**config.mk**
```make
export PLATFORM = sky130hd
export DESIGN_NAME = arb_matrix_lrg
export DESIGN_NICKNAME = d
export VERILOG_FILES = /design/src/rtl/arb_pkg.sv /design/src/rtl/arb_matrix.sv /design/src/rtl/arb_matrix_lrg_chk.sv /design/src/rtl/arb_matrix_lrg.sv
export SDC_FILE = /design/constraint.sdc
export NUM_CORES = 1
export LEC_CHECK = 0
export ABC_AREA = 1
export BUFFER_PORTS_ARGS = -buffer_cell sky130_fd_sc_hd__buf_2
export CAP_MARGIN = 20
export CORE_MARGIN = 1
export CORE_UTILIZATION = 39
export CTS_BUF_LIST = sky130_fd_sc_hd__clkbuf_4
export DETAILED_ROUTE_END_ITERATION = 16
export PLACE_DENSITY_LB_ADDON = 0.15
export SYNTH_ARGS = -nofsm -noshare
export SYNTH_HDL_FRONTEND = slang
export SYNTH_HIERARCHICAL = 1
export SYNTH_SLANG_ARGS = --single-unit
```
**constraint.sdc**
```tcl
create_clock -name clk -period 2.39 [get_ports clk]
set_clock_uncertainty 0.05 [all_clocks]
set_input_delay 0.1195 -clock clk [delete_from_list [all_inputs] [get_ports clk]]
set_output_delay 0.1195 -clock clk [all_outputs]
set_load 0.02 [all_outputs]
```
**src/rtl/arb_pkg.sv**
```systemverilog
// Shared types and elaboration-time helpers for the LRG matrix arbiter.
// The priority triangle is stored row-major over the pairs i<j.
package arb_pkg;

   localparam int MAX_REQ = 32;
   localparam int TRI_MAX = MAX_REQ * (MAX_REQ - 1) / 2;

   typedef logic [$clog2(MAX_REQ)-1:0] src_idx_t;

   typedef enum logic {
      ST_ARB    = 1'b0,
      ST_LOCKED = 1'b1
   } lock_st_e;

   function automatic int tri_cnt(input int n);
      return n * (n - 1) / 2;
   endfunction

   function automatic int tri_pos(input int i, input int j, input int n);
      return i * n - (i * (i + 1)) / 2 + (j - i - 1);
   endfunction

   // Stored bit (i<j) holds pri[i][j]; index order means j beats i only when j<i.
   function automatic logic [TRI_MAX-1:0] index_order_tri(input int n);
      logic [TRI_MAX-1:0] t;
      t = '0;
      for (int i = 0; i < n; i++) begin
         for (int j = i + 1; j < n; j++) begin
            t[tri_pos(i, j, n)] = (j < i);
         end
      end
      return t;
   endfunction

endpackage

```
**src/rtl/arb_matrix.sv**
```systemverilog
// Combinational matrix arbiter: pri_i[i][j]=1 means requester j beats requester i.
module arb_matrix #(
   parameter int NUM_REQ = 4
) (
   input  logic [NUM_REQ-1:0]              req_i,
   input  logic [NUM_REQ-1:0][NUM_REQ-1:0] pri_i,
   output logic [NUM_REQ-1:0]              grant_o
);

   // A requester wins when no other valid requester beats it.
   always_comb begin
      grant_o = '0;
      for (int i = 0; i < NUM_REQ; i++) begin
         grant_o[i] = req_i[i] & ~(|(req_i & pri_i[i]));
      end
   end

endmodule

```
**src/rtl/arb_matrix_lrg_chk.sv**
```systemverilog
// Protocol and invariant checks for arb_matrix_lrg: onehot0 grant,
// antisymmetric priority, and held requester stability.
module arb_matrix_lrg_chk
   import arb_pkg::*;
#(
   parameter int NUM_REQ = 4,
   parameter int DATA_W  = 32
) (
   input  logic                            clk_i,
   input  logic                            rst_i,
   input  logic [NUM_REQ-1:0]              grant_i,
   input  logic [NUM_REQ-1:0][NUM_REQ-1:0] pri_i,
   input  logic                            hold_i,
   input  src_idx_t                        hold_idx_i,
   input  logic [NUM_REQ-1:0]              req_vld_i,
   input  logic [DATA_W-1:0]               out_data_i
);

   logic [DATA_W-1:0] data_prev_q;

   // Remember last cycle's payload to compare against while held.
   always_ff @(posedge clk_i or posedge rst_i) begin
      if (rst_i) begin
         data_prev_q <= '0;
      end else begin
         data_prev_q <= out_data_i;
      end
   end

   // Invariant checks, sampled on the clock edge outside reset.
   always @(posedge clk_i) begin
      if (!rst_i) begin
         assert ($onehot0(grant_i));
         for (int i = 0; i < NUM_REQ; i++) begin
            for (int j = 0; j < NUM_REQ; j++) begin
               if (i != j) begin
                  assert (pri_i[i][j] != pri_i[j][i]);
               end
            end
         end
         if (hold_i) begin
            for (int i = 0; i < NUM_REQ; i++) begin
               if (hold_idx_i == src_idx_t'(i)) begin
                  assert (req_vld_i[i]);
               end
            end
            assert (out_data_i == data_prev_q);
         end
      end
   end

endmodule

```
**src/rtl/arb_matrix_lrg.sv**
```systemverilog
// N-way arbiter with internal least-recently-granted priority triangle,
// backpressure hold, optional packet lock and a muxed valid/ready output.
module arb_matrix_lrg
   import arb_pkg::*;
#(
   parameter  int NUM_REQ = 4,
   parameter  int DATA_W  = 32,
   parameter  int LOCK_EN = 1,
   localparam int IDX_W   = $clog2(NUM_REQ)
) (
   input  logic                 clk,
   input  logic                 rst,
   input  logic [NUM_REQ-1:0]   req_vld,
   input  logic [DATA_W-1:0]    req_data [NUM_REQ],
   input  logic [NUM_REQ-1:0]   req_last,
   output logic [NUM_REQ-1:0]   req_rdy,
   output logic                 out_vld,
   output logic [DATA_W-1:0]    out_data,
   output logic                 out_last,
   output logic [IDX_W-1:0]     out_src,
   input  logic                 out_rdy
);

   localparam int                 TRI_W        = tri_cnt(NUM_REQ);
   localparam logic [TRI_MAX-1:0] PRI_RST_FULL = index_order_tri(NUM_REQ);
   localparam logic [TRI_W-1:0]   PRI_RST      = PRI_RST_FULL[TRI_W-1:0];

   logic [TRI_W-1:0]              pri_tri_q, pri_tri_d;
   logic [NUM_REQ-1:0][NUM_REQ-1:0] pri_s;
   logic [NUM_REQ-1:0]            grant_s;
   src_idx_t                      gnt_idx_s, sel_idx_s;
   src_idx_t                      hold_idx_q, hold_idx_d, lock_idx_q, lock_idx_d;
   logic                          hold_q, hold_d, lock_s, sel_any_s, accept_s, upd_s;
   lock_st_e                      state_q, state_d;

   // Expand the stored triangle into the full antisymmetric matrix.
   always_comb begin
      pri_s = '0;
      for (int i = 0; i < NUM_REQ; i++) begin
         for (int j = 0; j < NUM_REQ; j++) begin
            if (i < j) begin
               pri_s[i][j] = pri_tri_q[tri_pos(i, j, NUM_REQ)];
            end else if (i > j) begin
               pri_s[i][j] = ~pri_tri_q[tri_pos(j, i, NUM_REQ)];
            end else begin
               pri_s[i][j] = 1'b0;
            end
         end
      end
   end

   arb_matrix #(.NUM_REQ(NUM_REQ)) u_arb (
      .req_i   (req_vld),
      .pri_i   (pri_s),
      .grant_o (grant_s)
   );

   // Encode the one-hot grant and apply lock > hold > matrix selection.
   always_comb begin
      gnt_idx_s = '0;
      for (int i = 0; i < NUM_REQ; i++) begin
         if (grant_s[i]) begin
            gnt_idx_s = src_idx_t'(i);
         end else begin
            gnt_idx_s = gnt_idx_s;
         end
      end
      if (lock_s) begin
         sel_idx_s = lock_idx_q;
         sel_any_s = 1'b1;
      end else if (hold_q) begin
         sel_idx_s = hold_idx_q;
         sel_any_s = 1'b1;
      end else begin
         sel_idx_s = gnt_idx_s;
         sel_any_s = |grant_s;
      end
   end

   // Mux the selected requester onto the output channel.
   always_comb begin
      out_vld  = 1'b0;
      out_data = '0;
      out_last = 1'b0;
      for (int i = 0; i < NUM_REQ; i++) begin
         if (sel_idx_s == src_idx_t'(i)) begin
            out_vld  = sel_any_s & req_vld[i];
            out_data = req_data[i];
            out_last = req_last[i];
         end else begin
            out_vld  = out_vld;
         end
      end
      out_src  = sel_idx_s[IDX_W-1:0];
      accept_s = out_vld & out_rdy;
      upd_s    = accept_s & ((LOCK_EN == 0) | out_last);
   end

   // Ready goes back only to the selected requester on an accept.
   always_comb begin
      req_rdy = '0;
      for (int i = 0; i < NUM_REQ; i++) begin
         req_rdy[i] = (sel_idx_s == src_idx_t'(i)) & accept_s;
      end
   end

   // Winner drops to lowest priority: pri[g][j]=1, pri[j][g]=0.
   always_comb begin
      pri_tri_d = pri_tri_q;
      if (upd_s) begin
         for (int i = 0; i < NUM_REQ; i++) begin
            for (int j = i + 1; j < NUM_REQ; j++) begin
               if (sel_idx_s == src_idx_t'(i)) begin
                  pri_tri_d[tri_pos(i, j, NUM_REQ)] = 1'b1;
               end else if (sel_idx_s == src_idx_t'(j)) begin
                  pri_tri_d[tri_pos(i, j, NUM_REQ)] = 1'b0;
               end else begin
                  pri_tri_d[tri_pos(i, j, NUM_REQ)] = pri_tri_q[tri_pos(i, j, NUM_REQ)];
               end
            end
         end
      end else begin
         pri_tri_d = pri_tri_q;
      end
   end

   // Hold latches the source of a stalled beat.
   always_comb begin
      if (out_vld & ~out_rdy) begin
         hold_d     = 1'b1;
         hold_idx_d = sel_idx_s;
      end else begin
         hold_d     = 1'b0;
         hold_idx_d = hold_idx_q;
      end
   end

   // Priority triangle and hold registers.
   always_ff @(posedge clk or posedge rst) begin
      if (rst) begin
         pri_tri_q  <= PRI_RST;
         hold_q     <= 1'b0;
         hold_idx_q <= '0;
      end else begin
         pri_tri_q  <= pri_tri_d;
         hold_q     <= hold_d;
         hold_idx_q <= hold_idx_d;
      end
   end

   // Lock FSM state register.
   always_ff @(posedge clk or posedge rst) begin
      if (rst) begin
         state_q    <= ST_ARB;
         lock_idx_q <= '0;
      end else begin
         state_q    <= state_d;
         lock_idx_q <= lock_idx_d;
      end
   end

   // Lock FSM next state: a non-last accept locks, a last accept unlocks.
   always_comb begin
      state_d    = state_q;
      lock_idx_d = lock_idx_q;
      case (state_q)
         ST_ARB: begin
            if ((LOCK_EN != 0) && accept_s && !out_last) begin
               state_d    = ST_LOCKED;
               lock_idx_d = sel_idx_s;
            end else begin
               state_d = ST_ARB;
            end
         end
         ST_LOCKED: begin
            if (accept_s && out_last) begin
               state_d = ST_ARB;
            end else begin
               state_d = ST_LOCKED;
            end
         end
         default: begin
            state_d = ST_ARB;
         end
      endcase
   end

   // Lock FSM outputs.
   always_comb begin
      lock_s = (state_q == ST_LOCKED);
   end

   arb_matrix_lrg_chk #(.NUM_REQ(NUM_REQ), .DATA_W(DATA_W)) u_chk (
      .clk_i      (clk),
      .rst_i      (rst),
      .grant_i    (grant_s),
      .pri_i      (pri_s),
      .hold_i     (hold_q),
      .hold_idx_i (hold_idx_q),
      .req_vld_i  (req_vld),
      .out_data_i (out_data)
   );

endmodule

```
=== Word-level counts from Yosys, hierarchy flattened ===
Cells that the tools add are included.

* Latch bits: 0
* Bits in read-only memories: 0
* Flip-flop bits (word level): 18
* Memories kept: 0
* Output and inout bits: 40
* Bits in writable memories: 0

* $lt $le $gt $ge: 0
* $mul: 0
* Shift-type cells: 0
* Add/sub/neg operators: 0
* Divide/modulo/power cells: 0
* Reduce and logical (&&, ||, !) cells: 22
* Equal/unequal tests: 3
* Bitwise operators: 31
* Mux-type cells: 32

{| class="wikitable"
|+ Operator list
! cell !! count
|-
| two-way mux 32 bit || 4
|-
| two-way mux 1 bit || 23
|-
| two-way mux 5 bit || 4
|-
| OR reduction 4 bit || 5
|-
| bitwise AND 1 bit || 15
|-
| AND reduction 2 bit || 7
|-
| bitwise AND 4 bit || 3
|-
| inverter 1 bit || 12
|-
| nonzero test 2 bit || 6
|-
| == test 5 x 2 -> 1 bit (second input constant) || 2
|-
| == test 5 x 1 -> 1 bit (second input constant) || 1
|-
| logical NOT 5 bit || 1
|-
| bitwise AND 4 x 3 -> 4 bit || 1
|-
| logical AND 1 bit || 2
|-
| case mux 1 bit (2 select lines) || 1
|-
| logical NOT 1 bit || 1
|}

=== Logic depth before layout (Yosys ltp) ===
Gate-level depths: netlist of run 1.

* Depth in word-level cells: 19
* Depth in mapped cells: 19

=== By module ===
The synthesis of run 1 kept the hierarchy.

{| class="wikitable"
|+ Modules (own cells, without submodules)
! module !! instances !! cells each !! area each (um2) !! sequential area each (um2)
|-
| arb_matrix_lrg || 1 || 312 || 1920.6 || 450.4
|-
| arb_matrix || 1 || 28 || 110.1 || 0.0
|}

=== Worst setup path after synthesis of run 1 ===
No wires, ideal clock.

* Kind: register to output
* Start point: reg pri_tri_q[2]
* End point: out req_rdy[2]
* Slack: 0.260 ns
* Arrival time: 1.961 ns
* Buffers on the path: 0
* Cell stages (with the launch flop): 16
* Cell sequence: dfrtp_1 inv_1 nand2_1 nand2_1 nor2_1 nor2_2 nand2_1 nand2_2 nand2_4 nor2_8 nand3_1 nand2_1 nand2_4 nand2_8 nand2_4 nor3_1

{| class="wikitable"
|+ RTL lines
! item !! line !! RTL
|-
| start: declaration || arb_matrix_lrg.sv:28 || <nowiki>logic [TRI_W-1:0] pri_tri_q, pri_tri_d;</nowiki>
|-
| start signal: assignment || arb_matrix_lrg.sv:145 || <nowiki>pri_tri_q <= pri_tri_d;</nowiki>
|-
| end: declaration || arb_matrix_lrg.sv:16 || <nowiki>output logic [NUM_REQ-1:0] req_rdy,</nowiki>
|}

==> summary.md, run 1 <==
| Metric | Value |
|---|---|
| Status | `finished, violations left` |
| Failing checks | `negative setup slack` |
| Number of synthesized flops with an enable pin | `0` |
| Ys Warns | `6` |
| Post-synth top flop | `dfrtp_1` |
| Post-Syn Instances | `340` |
| WHS | `about 0.15 ns` |
| Final WL | `around 9000 um` |
| CTS root buf | `clkbuf_4` |
| Die ar. | `between 5000 and 6000 sq um` |
| Design area | `~3600 sq um` |
| Die Span Y | `74.2 um` |
| Critical Path, Cell by Cell | `inv_2 -> nand2_2 -> nand3_2 -> nor2_2 -> nor2_2 -> nand2_1 -> nand2_2 -> nand2_4 -> nor2_8 -> nand3_2 -> nand2_2 -> nand2_4 -> nand2_8 -> nand2_8 -> nor3_4 -> buf_6` |
| Clk slew on worst S/H paths | `around 0.11 ns` |
| Critical Path Most Common Cell | `nand2_2` |
| Clock tree sinks | `18` |
| Min cycle time layout | `2.47 ns` |
| Synthesized area per cell | `between 5 and 6 sq um` |
| Worst min path class | `in2reg` |
| Total grt overflow | `0` |
| Port Buffer Count | `178` |
| Fin nets | `roughly 690` |
| First-pass GRT wire length | `11,600 um` |
| Asr flop ratio synth | `1.00` |
| Synthesized area | `approximately 2000 sq um` |
| Final Hold Viols | `0` |
| Core ar. | `slightly below 5000 sq um` |
| GP Congestion | `a little under 0.9` |
| GR Util All Layers | `0.272` |
| Sequential share of the synthesized area | `0.222` |
| Antenna diodes | `0` |
| Worst EP required | `between 2 and 2.5 ns` |
| I/O pin count | `~180` |
| TritonCTS clock tree | `built` |
| Routed via count | `3,113` |
| Top delay family on crit path | `simple AND/OR/NAND/NOR gates` |
| Initial antenna violation count | `0` |
| Crit path buf inv count | `2` |
| Initial core utilization | `0.416` |
| Largest stage delay, worst path | `~0.42 ns` |
| Synth cell types | `29` |
| PD cells | `1410 nW/um^2` |
| Crit share post-route | `1.03` |
| Fmax | `between 400 and 500 MHz` |
| Layout cell share with drive strength beyond 1 | `0.476` |
| RSZ-0062 raised after global routing | `yes` |
| Worst-Margin Slew | `a little under 0.7 ns` |
| Slew margin rel. | `0.544` |
| WP data arrival | `roughly 2.3 ns` |
| Post-DP HPWL | `about 6200 um` |
| Iteration count of the initial detailed-routing pass | `5` |
| Worst skew pair latency | `around 0.31 ns` |
| Clock buffer depth | `2` |
| DR WL/cell | `between 10 and 15 um` |
| Worst Setup Slack, final | `-0.0798 ns` |
| Peak fanout along the critical path | `6` |
| H-tree Lvls | `1` |
| Area post-placement | `3030 sq um` |
| Leakage | `roughly 1.9 nW` |
| Slowest CP cell | `dfrtp_1` |
| Finish-stage setup viols | `26` |
| TritonCTS buffer count | `3` |
| Synthesized flop and latch total | `18` |
| DRC Markers | `0` |
| Setup CP Type | `reg2out` |
| Core Rows | `25` |
| Die X | `approximately 74 um` |
| Antenna Violating Nets Remaining | `0` |
| Largest net degree at the start of global routing | `34` |
| DR vias/cell | `5.08` |
| Vias in the first global route | `around 2,600` |
| Max-cap violations | `0` |
| Area Growth Syn to Fin | `76.5%` |
| Slew Viols, Final | `0` |
| Worst VDD drop | `761 uV` |
| Drt initial violations | `about 160` |
| Critical path capture point type | `output pin` |
| Critical Path Source Type | `register` |
-- state kept, by name (all words and copies together) (netlist names) --
name        cells
hold_idx_q      5
lock_idx_q      5
pri_tri_q       6
hold_q          1
lock_s          1
-- Yosys cell counts, types with 2 or more instances --
cell | count | area share
buf_1 | 3 | 0.0055
buf_2 | 4 | 0.0099
buf_4 | 2 | 0.0074
buf_6 | 2 | 0.011
clkbuf_1 | 9 | 0.017
dfrtp_1 | 18 | 0.22
inv_1 | 24 | 0.044
inv_2 | 2 | 0.0037
nand2_1 | 150 | 0.28
nand2_2 | 6 | 0.018
nand2_4 | 4 | 0.022
nand3_1 | 40 | 0.099
nand3_2 | 2 | 0.0099
nand4_1 | 38 | 0.12
nor2_1 | 12 | 0.022
nor2_2 | 2 | 0.0062
nor2_4 | 3 | 0.017
nor2_8 | 2 | 0.020
nor3_1 | 3 | 0.0074
o21ai_1 | 5 | 0.012
-- stage by stage --
| stage | total power, mW | setup slack [ns] | cells | utilization | setup TNS (ns) |
|---|---|---|---|---|---|
| 2_1_floorplan | 2.81 | 0.260 | 343 | - | 0 |
| 3_3_place_gp | 3.80 | 0.281 | 579 | 0.622 | 0 |
| 3_5_place_dp | 3.84 | 0.228 | 579 | 0.622 | 0 |
| 4_1_cts | 4.28 | 0.00175 | 597 | 0.662 | 0 |
| 5_1_grt | 5.40 | -0.264 | 613 | 0.734 | -7.23 |
| 6_report | 5.06 | -0.0798 | 613 | 0.734 | -1.18 |
-- layout make-up --
type,instances,area (sq um)
tap,67,83.8
multi-input combinational,279,1470
inverter,26,103
clock buffer,3,22.5
clock inverter,1,3.75
sequential,18,452
timing repair buffer,219,1450
fill,427,1300
-- timing repair --
| action | 4_1_cts | 5_1_grt |
|---|---|---|
| endpoints found under the hold margin | 18 | 0 |
| buffers inserted | 12 | 14 |
| endpoints found under the setup margin | 33 | 43 |
| hold buffers | 1 | 0 |
| resized for setup | 10 | 58 |
| pin swaps | 4 | 20 |
| gates cloned | 1 | 3 |
-- logic make-up (layout without fill, tap and decap cells) --
group                  Yosys count  count (layout)  synth area share
AO/OA/AOI/OAI                   10              10            0.0333
AND/OR/NAND/NOR                265             265             0.644
buffers and inverters           46             249            0.0986
flip-flops                      18              18             0.222
other                            1               4           0.00185
-- report_power, final --
part | leakage (nW) | internal (mW) | switching (mW)
registers | 0.240 | 0.424 | 0.0906
clock network | 0.0154 | 0.0610 | 0.104
logic | 1.66 | 1.88 | 2.50
total | 1.92 | 2.37 | 2.69
-- worst paths after layout --
check	startpoint	endpoint	slack (ns)	cells after the start
worst max-delay path	pri_tri_q[4]$_DFFE_PP0P_	req_rdy[3]	-0.08	16
worst min-delay path	out_rdy	hold_q$_DFF_PP0_	0.15	2
worst max register to register	pri_tri_q[4]$_DFFE_PP0P_	pri_tri_q[1]$_DFFE_PP0P_	0.02	17
worst min register to register	hold_idx_q[4]$_DFFE_PP0P_	hold_idx_q[4]$_DFFE_PP0P_	0.45	2
max in group asynchronous	rst	lock_s$_DFF_PP0_	1.41	3
min in group asynchronous	rst	pri_tri_q[2]$_DFFE_PP0P_	0.41	3
-- layout by cell type, fill, tap and decap left out, drive strengths merged --
cell type      n
a21oi          3
buf          216
clkbuf         5
clkinv         1
conb           4
dfrtp         18
dlygate4sd3    1
inv           26
nand2        161
nand3         43
nand4         39
nor2          19
nor3           3
o211ai         1
o21ai          6
-- routing by layer --
| metal | track usage | routed length, um | vias up |
|---|---|---|---|
| met2 | 0.478 | 4540 | 170 |
| met4 | 0.0641 | 147 | 0 |
| met1 | 0.348 | 3390 | 1403 |
| met3 | 0.0420 | 697 | 14 |
| li1 | - | - | 1526 |
| met5 | 0 | 0 | - |
-- worst register-to-register path: stages (launching register included) --
cell	delay, ns
dfrtp_1	0.42
inv_2	0.06
nand2_2	0.04
nand3_2	0.07
nor2_2	0.04
nor2_2	0.15
nand2_1	0.09
nand2_2	0.11
nand2_4	0.09
buf_4	0.14
buf_4	0.12
buf_4	0.15
nand3_1	0.13
nand4_4	0.17
buf_4	0.18
buf_4	0.12
nand2_2	0.08
nand2_1	0.05
No activity file was read; power rests on OpenSTA's default activity.
==> run 2, diff against run 1 <==
Settings changed: CORE_ASPECT_RATIO set to 0.7.
==> summary.md, run 2 (same netlist as run 1, synthesis figures left out) <==
| Metric | Value |
|---|---|
| Fmax | `383 MHz (-5.3%)` |
| Critical Path Source Type | `register` |
| Initial core utilization | `0.416 (-0.000639)` |
| Setup CP Type | `reg2out` |
| Largest net degree at the start of global routing | `34 (unchanged)` |
| Worst VDD drop | `811 uV (+6.6%)` |
| Worst-Margin Slew | `0.697 ns (+0.0135 ns)` |
| Core Rows | `21 (-16%)` |
| Internal Pwr Total | `2.73 mW (+15%)` |
| I/O pin count | `179 (unchanged)` |
| Most common cell after layout, fill and taps aside | `buf_2` |
| PD cells | `1480 nW/um^2 (+5.1%)` |
| Area post-placement | `3010 sq um (-0.66%)` |
| Worst EP required | `2.22 ns (about the same)` |
| Status | `finished, violations left` |
| Biggest regs | `pri_tri_q: 6 flops, hold_idx_q: 5 flops, lock_idx_q: 5 flops` |
| DR vias/cell | `5.40 (+6.3%)` |
| Crit share post-route | `1.09 (+0.0577)` |
| Crit Reg-Reg Endpoint | `lock_idx_q[0]$_DFFE_PP0P_` |
| Total grt overflow | `0 (unchanged)` |
| Slew Viols, Final | `0 (unchanged)` |
| Flop-to-flop setup slack | `-0.02 ns (-0.04 ns)` |
| Post-DP HPWL | `6110 um (-1.6%)` |
| Worst Reg2Reg Path Length in Cells | `18 (+1)` |
| Finish-stage setup viols | `42 (+62%)` |
| Critical path capture point type | `output pin` |
| Failing checks | `negative setup slack` |
| Antenna Violating Nets Remaining | `0 (unchanged)` |
| Slowest CP cell | `dfrtp_1` |
| Clock tree sinks | `18 (unchanged)` |
| Port Buffer Count | `178 (unchanged)` |
| Worst skew pair latency | `0.31 ns (about the same)` |
| TritonCTS buffer count | `3 (unchanged)` |
| Die X | `88.2 um (+19%)` |
| TritonCTS clock tree | `built` |
| First-pass GRT wire length | `13,400 um (+16%)` |
| Largest stage delay, worst path | `0.39 ns (-0.03 ns)` |
| Critical Path Most Common Cell | `nand2_1` |
| Max reg flops | `6 (unchanged)` |
| Clock buffer depth | `2 (unchanged)` |
| End of the critical path | `out_data[13]` |
| CTS root buf | `clkbuf_4` |
| DR WL/cell | `16.9 um (+18%)` |
| Design area | `3840 sq um (+7.1%)` |
| Core ar. | `4890 sq um (+0.15%)` |
| Layout cell share with drive strength beyond 1 | `0.521 (+0.0445)` |
| Crit path buf inv count | `6 (+4)` |
| Worst min path class | `in2reg` |
| H-tree Lvls | `1 (unchanged)` |
| Critical Path, Cell by Cell | `inv_1 -> nand2_1 -> nand3_2 -> nor2_4 -> inv_2 -> nand2_1 -> nand2_1 -> nand2_2 -> nand2_4 -> buf_4 -> nand2_2 -> clkinv_4 -> buf_12 -> nand2_1 -> nand4_1 -> buf_4` |
| GR Util All Layers | `0.308 (+0.0361)` |
| Leakage | `2.05 nW (+6.9%)` |
| Fin cells | `624 (+1.8%)` |
| Worst Setup Slack, final | `-0.218 ns (-0.138 ns)` |
| Post-Place Cells | `578 (-0.17%)` |
| Vias in the first global route | `2,751 (+6.5%)` |
| RR Startpoint | `pri_tri_q[4]$_DFFE_PP0P_` |
| Combinational power share | `0.879 (+0.013)` |
| Slew margin rel. | `0.535 (-0.00903)` |
| Clk slew on worst S/H paths | `0.11 ns (about the same)` |
| Worst setup path start | `pri_tri_q[3]$_DFFE_PP0P_` |
| Drt initial violations | `297 (+81%)` |
| Area Growth Syn to Fin | `89.0%` |
| Antenna diodes | `0 (unchanged)` |
| DRC Markers | `0 (unchanged)` |
| Fin nets | `695 (+1.3%)` |
| Final WL | `10,500 um (+20%)` |
| Max-cap violations | `0 (unchanged)` |
| Top delay family on crit path | `simple AND/OR/NAND/NOR gates` |
| Die Span Y | `62.4 um (-16%)` |
| Routed via count | `3,367 (+8.2%)` |
| Die ar. | `5500 sq um (about the same)` |
| Initial antenna violation count | `0 (unchanged)` |
| RSZ-0062 raised after global routing | `yes` |
| Iteration count of the initial detailed-routing pass | `6 (+1)` |
| Critical path depth | `16 (unchanged)` |
| WP data arrival | `2.44 ns (+0.14 ns)` |
| GP Congestion | `0.881 (+1.4%)` |
| Register with the most flip-flops | `pri_tri_q` |
| WHS | `0.149 ns (+0.000773 ns)` |
| Flop pwr share | `0.091 (-0.011)` |
| Min cycle time layout | `2.61 ns (+0.138 ns)` |
| Clk pwr share | `0.030 (-0.003)` |
| Commonest non-fill, non-tap cells in the layout | `142 x buf_2, 128 x nand2_1, 48 x buf_4` |
| Peak fanout along the critical path | `8 (+2)` |
| Switch share | `0.521 (-0.0104)` |
| Final Hold Viols | `0 (unchanged)` |
| Switching power total | `2.97 mW (+10%)` |
| Fin util | `0.785 (+0.0508)` |
-- run 2: cell count changes in the layout (fill, tap and decap cells not counted), moves of 2 or more --
cell	before	now
nand2_1	145	128
clkbuf_16	2	4
nor2_1	11	9
buf_6	15	25
nand2_4	3	9
buf_2	150	142
nor2_2	2	4
buf_4	44	48
nand2_2	10	21
-- run 2: worst min-delay path by stage --
stage	startpoint	to	slack, ns	cells after the start
after floorplan	rst	hold_idx_q[0]$_DFFE_PP0P_	0.008	1
after global placement	rst	pri_tri_q[0]$_DFFE_PP0P_	0.20	2
after detailed placement	rst	pri_tri_q[0]$_DFFE_PP0P_	0.21	2
after CTS	req_last[2]	lock_s$_DFF_PP0_	0.12	4
after global routing	out_rdy	lock_idx_q[0]$_DFFE_PP0P_	0.14	3
final	req_last[3]	pri_tri_q[2]$_DFFE_PP0P_	0.15	4
-- run 2: area by class of cell --
class	instances	area, sq um
Timing Repair Buffer	228	1620
Multi-Input combinational cell	279	1550
Fill cell	356	1050
Sequential cell	18	452
Inverter	26	105
Tap cell	69	86.3
Clock buffer	3	22.5
Clock inverter	1	3.75
-- run 2: through the flow --
stage                     TNS, ns  power, mW  worst slack, ns
after global placement          0       3.78            0.249
after CTS                 -0.0412       4.50          -0.0224
final                       -3.64       5.70           -0.218
after global routing        -8.18       6.01           -0.286
after detailed placement        0       3.81            0.146
after floorplan                 0       2.81            0.260
-- run 2: layer usage --
metal	up-vias	part of all wire	track usage
li1	1545	-	-
met1	1498	0.36	0.395
met2	254	0.48	0.511
met3	70	0.10	0.0674
met4	0	0.059	0.0968
met5	-	0	0
-- run 2: timing repair --
item | in CTS | in global routing
cloned | 2 | 4
pin swaps | 6 | 43
endpoints found under the hold margin | 18 | 0
resized for setup | 23 | 96
hold buffers | 1 | 0
endpoints found under the setup margin | 37 | 46
setup buffers | 18 | 17
-- run 2: worst reg2reg max path, delay by kind of cell (launching register included) --
kind                   cells  cell delay, ns
AND/OR/NAND/NOR           14            1.36
flip-flops                 1            0.41
buffers and inverters      4            0.50
-- run 2: power by group through the flow --
stage / Combinational [mW] / Sequential [mW] / Clock, mW
after floorplan: 2.32 / 0.489 / 0
after global placement: 3.25 / 0.529 / 0
after detailed placement: 3.27 / 0.538 / 0
after CTS: 3.82 / 0.510 / 0.170
after global routing: 5.29 / 0.535 / 0.192
final: 5.01 / 0.517 / 0.170
